===== config.mk =====
export PLATFORM = sky130hd
export DESIGN_NAME = key_entry_ctrl
export DESIGN_NICKNAME = d
export VERILOG_FILES = /design/src/rtl/key_entry_ctrl.sv
export SDC_FILE = /design/constraint.sdc
export NUM_CORES = 1
export LEC_CHECK = 0
export CAP_MARGIN = 10
export CORE_MARGIN = 4
export CORE_UTILIZATION = 62
export DETAILED_ROUTE_END_ITERATION = 12
export DONT_BUFFER_PORTS = 1
export PLACE_DENSITY = 0.88
export RECOVER_POWER = 50
export SYNTH_ARGS = -nofsm -noshare
export SYNTH_HDL_FRONTEND = slang
export SYNTH_SLANG_ARGS = --single-unit

===== constraint.sdc =====
create_clock -name clk -period 2.4 [get_ports clk]
set_input_delay 0.36 -clock clk [delete_from_list [all_inputs] [get_ports clk]]
set_output_delay 0.36 -clock clk [all_outputs]
set_load 0.03 [all_outputs]

===== src/rtl/key_entry_ctrl.sv =====
// key_entry_ctrl: turns keypad key events into multi-digit BCD entries.
// Digits are collected MSB-first, with backspace and clear. ENTER hands the
// completed entry to a valid/ready consumer.
// Optional build macro: KEY_ENTRY_TIMEOUT_EN adds an idle timeout that
// discards a partial entry after TIMEOUT_CYC quiet cycles.
module key_entry_ctrl #(
  parameter int unsigned DIGITS      = 4,
  parameter logic [3:0]  KEY_BKSP    = 4'd10,
  parameter logic [3:0]  KEY_CLR     = 4'd11,
  parameter logic [3:0]  KEY_ENTER   = 4'd14,
  parameter int unsigned TIMEOUT_CYC = 250_000_000
) (
  input  logic                  clk,
  input  logic                  rst_n,
  input  logic                  key_flag,
  input  logic [3:0]            key_data,
  output logic                  out_valid,
  input  logic                  out_ready,
  output logic [DIGITS*4-1:0]   out_value,
  output logic [3:0]            out_len,
  output logic [3:0]            cur_len,
  output logic                  busy,
  output logic                  err
);

  localparam int unsigned W        = DIGITS * 4;
  localparam logic [3:0]  DIGITS_L = 4'(DIGITS);

  typedef enum logic [1:0] {
    IDLE  = 2'd0,
    ENTRY = 2'd1,
    HOLD  = 2'd2
  } state_e;

  state_e         state_q, state_d;
  logic [W-1:0]   buf_q, buf_d;
  logic [3:0]     len_q, len_d;
  logic [W-1:0]   out_value_q, out_value_d;
  logic [3:0]     out_len_q, out_len_d;
  logic           out_valid_q, out_valid_d;
  logic           err_q, err_d;
  logic           busy_q, busy_d;
  logic           is_digit;

`ifdef KEY_ENTRY_TIMEOUT_EN
  localparam logic [27:0] TO_LAST = 28'(TIMEOUT_CYC - 1);
  logic [27:0]    cnt_q, cnt_d;
`else
  // Timeout disabled: the parameter is intentionally left without a consumer.
  logic           unused_timeout;
  assign unused_timeout = ^TIMEOUT_CYC;
`endif

  assign is_digit = (key_data <= 4'd9);

  // Next-state, buffer and output-register computation for the entry FSM.
  always_comb begin
    // NOTE: every signal gets a default first so no path leaves a latch behind.
    state_d     = state_q;
    buf_d       = buf_q;
    len_d       = len_q;
    out_value_d = out_value_q;
    out_len_d   = out_len_q;
    out_valid_d = out_valid_q;
    err_d       = 1'b0;

    unique case (state_q)
      IDLE: begin
        if (key_flag && is_digit) begin
          buf_d   = W'(key_data);
          len_d   = 4'd1;
          state_d = ENTRY;
        end
      end

      ENTRY: begin
        if (key_flag) begin
          if (is_digit) begin
            if (len_q < DIGITS_L) begin
              // Shift left one nibble; anything above W bits falls off.
              buf_d = (buf_q << 4) | W'(key_data);
              len_d = len_q + 4'd1;
            end else begin
              err_d = 1'b1;
            end
          end else if (key_data == KEY_BKSP) begin
            buf_d = buf_q >> 4;
            len_d = len_q - 4'd1;
            if (len_q == 4'd1) state_d = IDLE;
          end else if (key_data == KEY_CLR) begin
            buf_d   = '0;
            len_d   = 4'd0;
            state_d = IDLE;
          end else if (key_data == KEY_ENTER) begin
            out_value_d = buf_q;
            out_len_d   = len_q;
            out_valid_d = 1'b1;
            buf_d       = '0;
            len_d       = 4'd0;
            state_d     = HOLD;
          end
          // Remaining non-digit codes are ignored silently.
        end
`ifdef KEY_ENTRY_TIMEOUT_EN
        else if (cnt_q == TO_LAST) begin
          buf_d   = '0;
          len_d   = 4'd0;
          err_d   = 1'b1;
          state_d = IDLE;
        end
`endif
      end

      HOLD: begin
        // Keys are never queued behind a pending entry.
        if (key_flag) err_d = 1'b1;
        if (out_valid_q && out_ready) begin
          out_valid_d = 1'b0;
          state_d     = IDLE;
        end
      end

      default: state_d = IDLE;
    endcase

    busy_d = (state_d != IDLE);
  end

`ifdef KEY_ENTRY_TIMEOUT_EN
  // Idle counter: counts quiet cycles in ENTRY, zero everywhere else.
  always_comb begin
    cnt_d = 28'd0;
    if (state_q == ENTRY && state_d == ENTRY && !key_flag) cnt_d = cnt_q + 28'd1;
  end

  // Idle counter register.
  always_ff @(posedge clk or negedge rst_n) begin
    if (!rst_n) cnt_q <= 28'd0;
    else        cnt_q <= cnt_d;
  end
`endif

  // State and output registers; reset drops any pending entry immediately.
  always_ff @(posedge clk or negedge rst_n) begin
    // NOTE: non-blocking assignments so every flop samples pre-edge values.
    if (!rst_n) begin
      state_q     <= IDLE;
      buf_q       <= '0;
      len_q       <= 4'd0;
      out_value_q <= '0;
      out_len_q   <= 4'd0;
      out_valid_q <= 1'b0;
      err_q       <= 1'b0;
      busy_q      <= 1'b0;
    end else begin
      state_q     <= state_d;
      buf_q       <= buf_d;
      len_q       <= len_d;
      out_value_q <= out_value_d;
      out_len_q   <= out_len_d;
      out_valid_q <= out_valid_d;
      err_q       <= err_d;
      busy_q      <= busy_d;
    end
  end

  assign out_valid = out_valid_q;
  assign out_value = out_value_q;
  assign out_len   = out_len_q;
  assign cur_len   = len_q;
  assign busy      = busy_q;
  assign err       = err_q;

endmodule


==> summary.txt <==
Routing
  – DR DRC count: 2
  – DR pass1 iterations: 8
  – DR iter-0 viols: 104
  – WL/cell: 19.48 um
  – Via count: 1513
  – DRT antenna net count: 0
  – Final wirelength: 4655 um
  – Drt via density: 6.331

Global route
  – Largest net degree at the start of global routing: 46
  – All-layer global routing usage: 22.74%
  – First-pass GRT wire length: 7693 um
  – Initial antenna violation count: 0
  – Vias in the first global route: 1538
  – Total gr overflow: 0

Hold path
  – Worst Min Path Start: key_flag
  – Hold depth: 1
  – Tightest Hold Check Type: in -> reg
  – Hold path endpoint: err$_DFF_PN0_

STA
  – Worst Tran Pin Value: around 1.1 ns
  – Relative slew margins: 29.10%
  – Setup_tns: 0 ns
  – Final max-slew violation count: 0
  – Final worst clock skew: 0.01645 ns
  – Tmin final: 2.227 ns
  – Fmax: around 0.45 GHz
  – # setup viols final: 0
  – Tcrit/Tclk final: between 90% and 100%
  – Final Hold Fails: 0
  – RSZ-0062 raised after global routing: false

Placement
  – Buffers on Ports: 0
  – Dpl cells: 229
  – Placer Congestion: 0.8457
  – Post-DP HPWL: 3312 um

Critical path
  – Worst EP required: 2.66 ns
  – Critical Path Stages: 8
  – CP max stage delay: 0.44 ns
  – Crit start category: flop
  – Worst path cell trace: inv_1, ha_2, nand2_1, o21bai_2, a211oi_4, or2_1, buf_4, mux2_2
  – R2R cell count: 8
  – FF-to-FF End: buf_q[0]$_DFFE_PN0P_
  – Crit path launch: state_q[1]$_DFF_PN0_
  – Kind of critical path: reg -> reg
  – Crit path max-delay family: flip-flops
  – CP arrival: roughly 2.5 ns
  – R2r setup slk: about 0.17 ns
  – WP buf/inv: 2
  – Crit end category: flop
  – Worst R2R Start: state_q[1]$_DFF_PN0_
  – CP max FO: 12
  – CP max-delay cell: dfrtp_1

Logic synthesis
  – Largest family of logic cells by synthesized area: multiplexers
  – Mux contribution to synthesized area: 16.48%
  – Post-Syn Area: 2255 sq um
  – Seq cells post-synth: 45
  – Syn Inst Count: 185
  – Synth unique cells: 44
  – Post-synth ARST share: between 90% and 100%
  – Top cell type's share of synthesized area: 49.94%
  – Post-synth top cells: dfrtp_1 (45), mux2_2 (29), a22o_1 (12), inv_1 (12), o21ai_0 (9)
  – Post-synthesis sequential area ratio: 49.94%
  – Ys flop type: dfrtp_1
  – Synth Area in Simple Gates: 8.935%
  – Synth warn: 0
  – Post-synth EDFFs: 0
  – Compound-Gate Fraction of Synth Area: 15.32%
  – Most frequent cell after synthesis: dfrtp_1
  – Largest cells by area after synthesis: dfrtp_1 (50%), mux2_2 (14%), a22o_1 (4.7%)
  – Post-Syn Nets: 200
  – Post-Synth Adder-Cell Area: 3.885%
  – Xor/xnor share of the synthesized area: 0.3885%
  – Cell taking the most area after synthesis: dfrtp_1
  – Synthesized area per cell: between 10 and 15 sq um

Outcome
  – Status: complete, but fails checks
  – Failing checks: design-rule violations

Floorplan
  – Core footprint: roughly 3400 sq um
  – Chip Height: approximately 70 um
  – Initial core utilization: 66.01%
  – Rows: 21
  – Die X: 68.31 um
  – # IOs: 35
  – Die area: 4666 sq um

Clock tree
  – CTS max path bufs: 2
  – TritonCTS Buffers: 5
  – Clk root buf: clkbuf_4
  – H-tree depth: 2
  – Clk_lat worst skew: 0.36 ns
  – TritonCTS clock tree: built
  – Clock transition at path regs: between 0.1 and 0.15 ns
  – TritonCTS Sinks: 45

Cells and area
  – Antenna cell count: 0
  – Filler cells: 234
  – Layout cells sized above 1: 28.50%
  – Area grow syn2layout: 5.827%
  – Nets: between 200 and 250
  – Non-Filler Instances: 239

Pwr
  – Leakage: 0.001117 uW
  – Power Density: just over 1000 nW/um^2
  – Worst vdd ir: ~0.00056 V

Run
  – # Max-Cap Violations: 0
-- routing by layer --
| layer | vias to the layer above | wire, um | GRT usage [%] | share of wire [%] |
|---|---|---|---|---|
| li1 | 685 | - | - | - |
| met1 | 755 | 1936 | 29.27 | 42 |
| met2 | 65 | 2273 | 36.34 | 49 |
| met3 | 8 | 364 | 6.897 | 7.8 |
| met4 | 0 | 81 | 7.940 | 1.7 |
| met5 | - | 0 | 0 | 0 |
-- flip-flops by register name, summed over array words and instances, names as in the netlist --
| signal | flops |
|---|---|
| out_len | 4 |
| state_q | 2 |
| cur_len | 4 |
| out_valid | 1 |
| out_value | 16 |
| busy | 1 |
| err | 1 |
| buf_q | 16 |
-- stage by stage --
stage	instance area [sq um]	util [%]	worst slack (ns)	hold slack, ns	power [uW]
2_1_floorplan	2255	-	0.3887	0.06441	1896
3_3_place_gp	2310	67.62	0.2556	0.06581	2000
3_5_place_dp	2310	67.62	0.09964	0.06542	2073
4_1_cts	2399	70.22	0.08132	0.1204	2464
5_1_grt	2386	69.85	0.09376	0.1030	2612
6_report	2386	69.85	0.1727	0.1395	2460
-- worst max path at each step --
stage	endpoint	slack (ns)
after floorplan	buf_q[11]$_DFFE_PN0P_	0.39
after detailed placement	buf_q[4]$_DFFE_PN0P_	0.1
after global routing	buf_q[0]$_DFFE_PN0P_	0.09
after global placement	buf_q[0]$_DFFE_PN0P_	0.26
final	buf_q[0]$_DFFE_PN0P_	0.17
after CTS	buf_q[0]$_DFFE_PN0P_	0.08
-- placed cells by master (no fill, tap or decap), types with 2 or more instances in the layout --
cell type,netlist,routed
a21boi_0,2,2
a21oi_1,7,7
a22o_1,12,12
a22oi_1,2,2
buf_4,1,5
clkbuf_4,0,5
dfrtp_1,45,45
ha_1,7,6
inv_1,12,12
mux2_2,29,29
mux2i_1,3,3
nand2_1,8,8
nand3_1,3,3
nand4_1,4,4
nor2_1,2,2
nor2_4,2,2
nor3_1,6,6
o21ai_0,9,9
o31ai_1,2,2
-- report_power, final --
group / leakage, uW / total, uW / switching (uW) / internal (uW)
combinational: 0.000488 / 729 / 385 / 345
sequential: 0.000598 / 1360 / 411 / 945
clock: 0.0000316 / 374 / 258 / 116
-- cells by family after synthesis --
family | after synthesis
compound gates | 45
xor+xnor | 1
fa+ha+maj | 7
buf+inv | 20
flops | 45
mux | 33
simple gates | 34
-- final cells by class --
class                           instances  area [sq um]  area share, %
Sequential cell                        45          1126          47.19
Multi-Input combinational cell        120          1026          43.00
Timing Repair Buffer                    8         72.57          3.041
Tap cell                               46         57.56          2.412
Inverter                               12         45.04          1.888
Clock buffer                            5         37.54          1.573
Clock inverter                          3         21.27         0.8915
-- what timing repair did --
action,CTS,global route
setup buffers,0,0
gates resized for setup,0,1
setup endpoints to repair,0,10
hold buffers,2,0
endpoints found under the hold margin,45,0
Power figures use the tool's default switching activity.
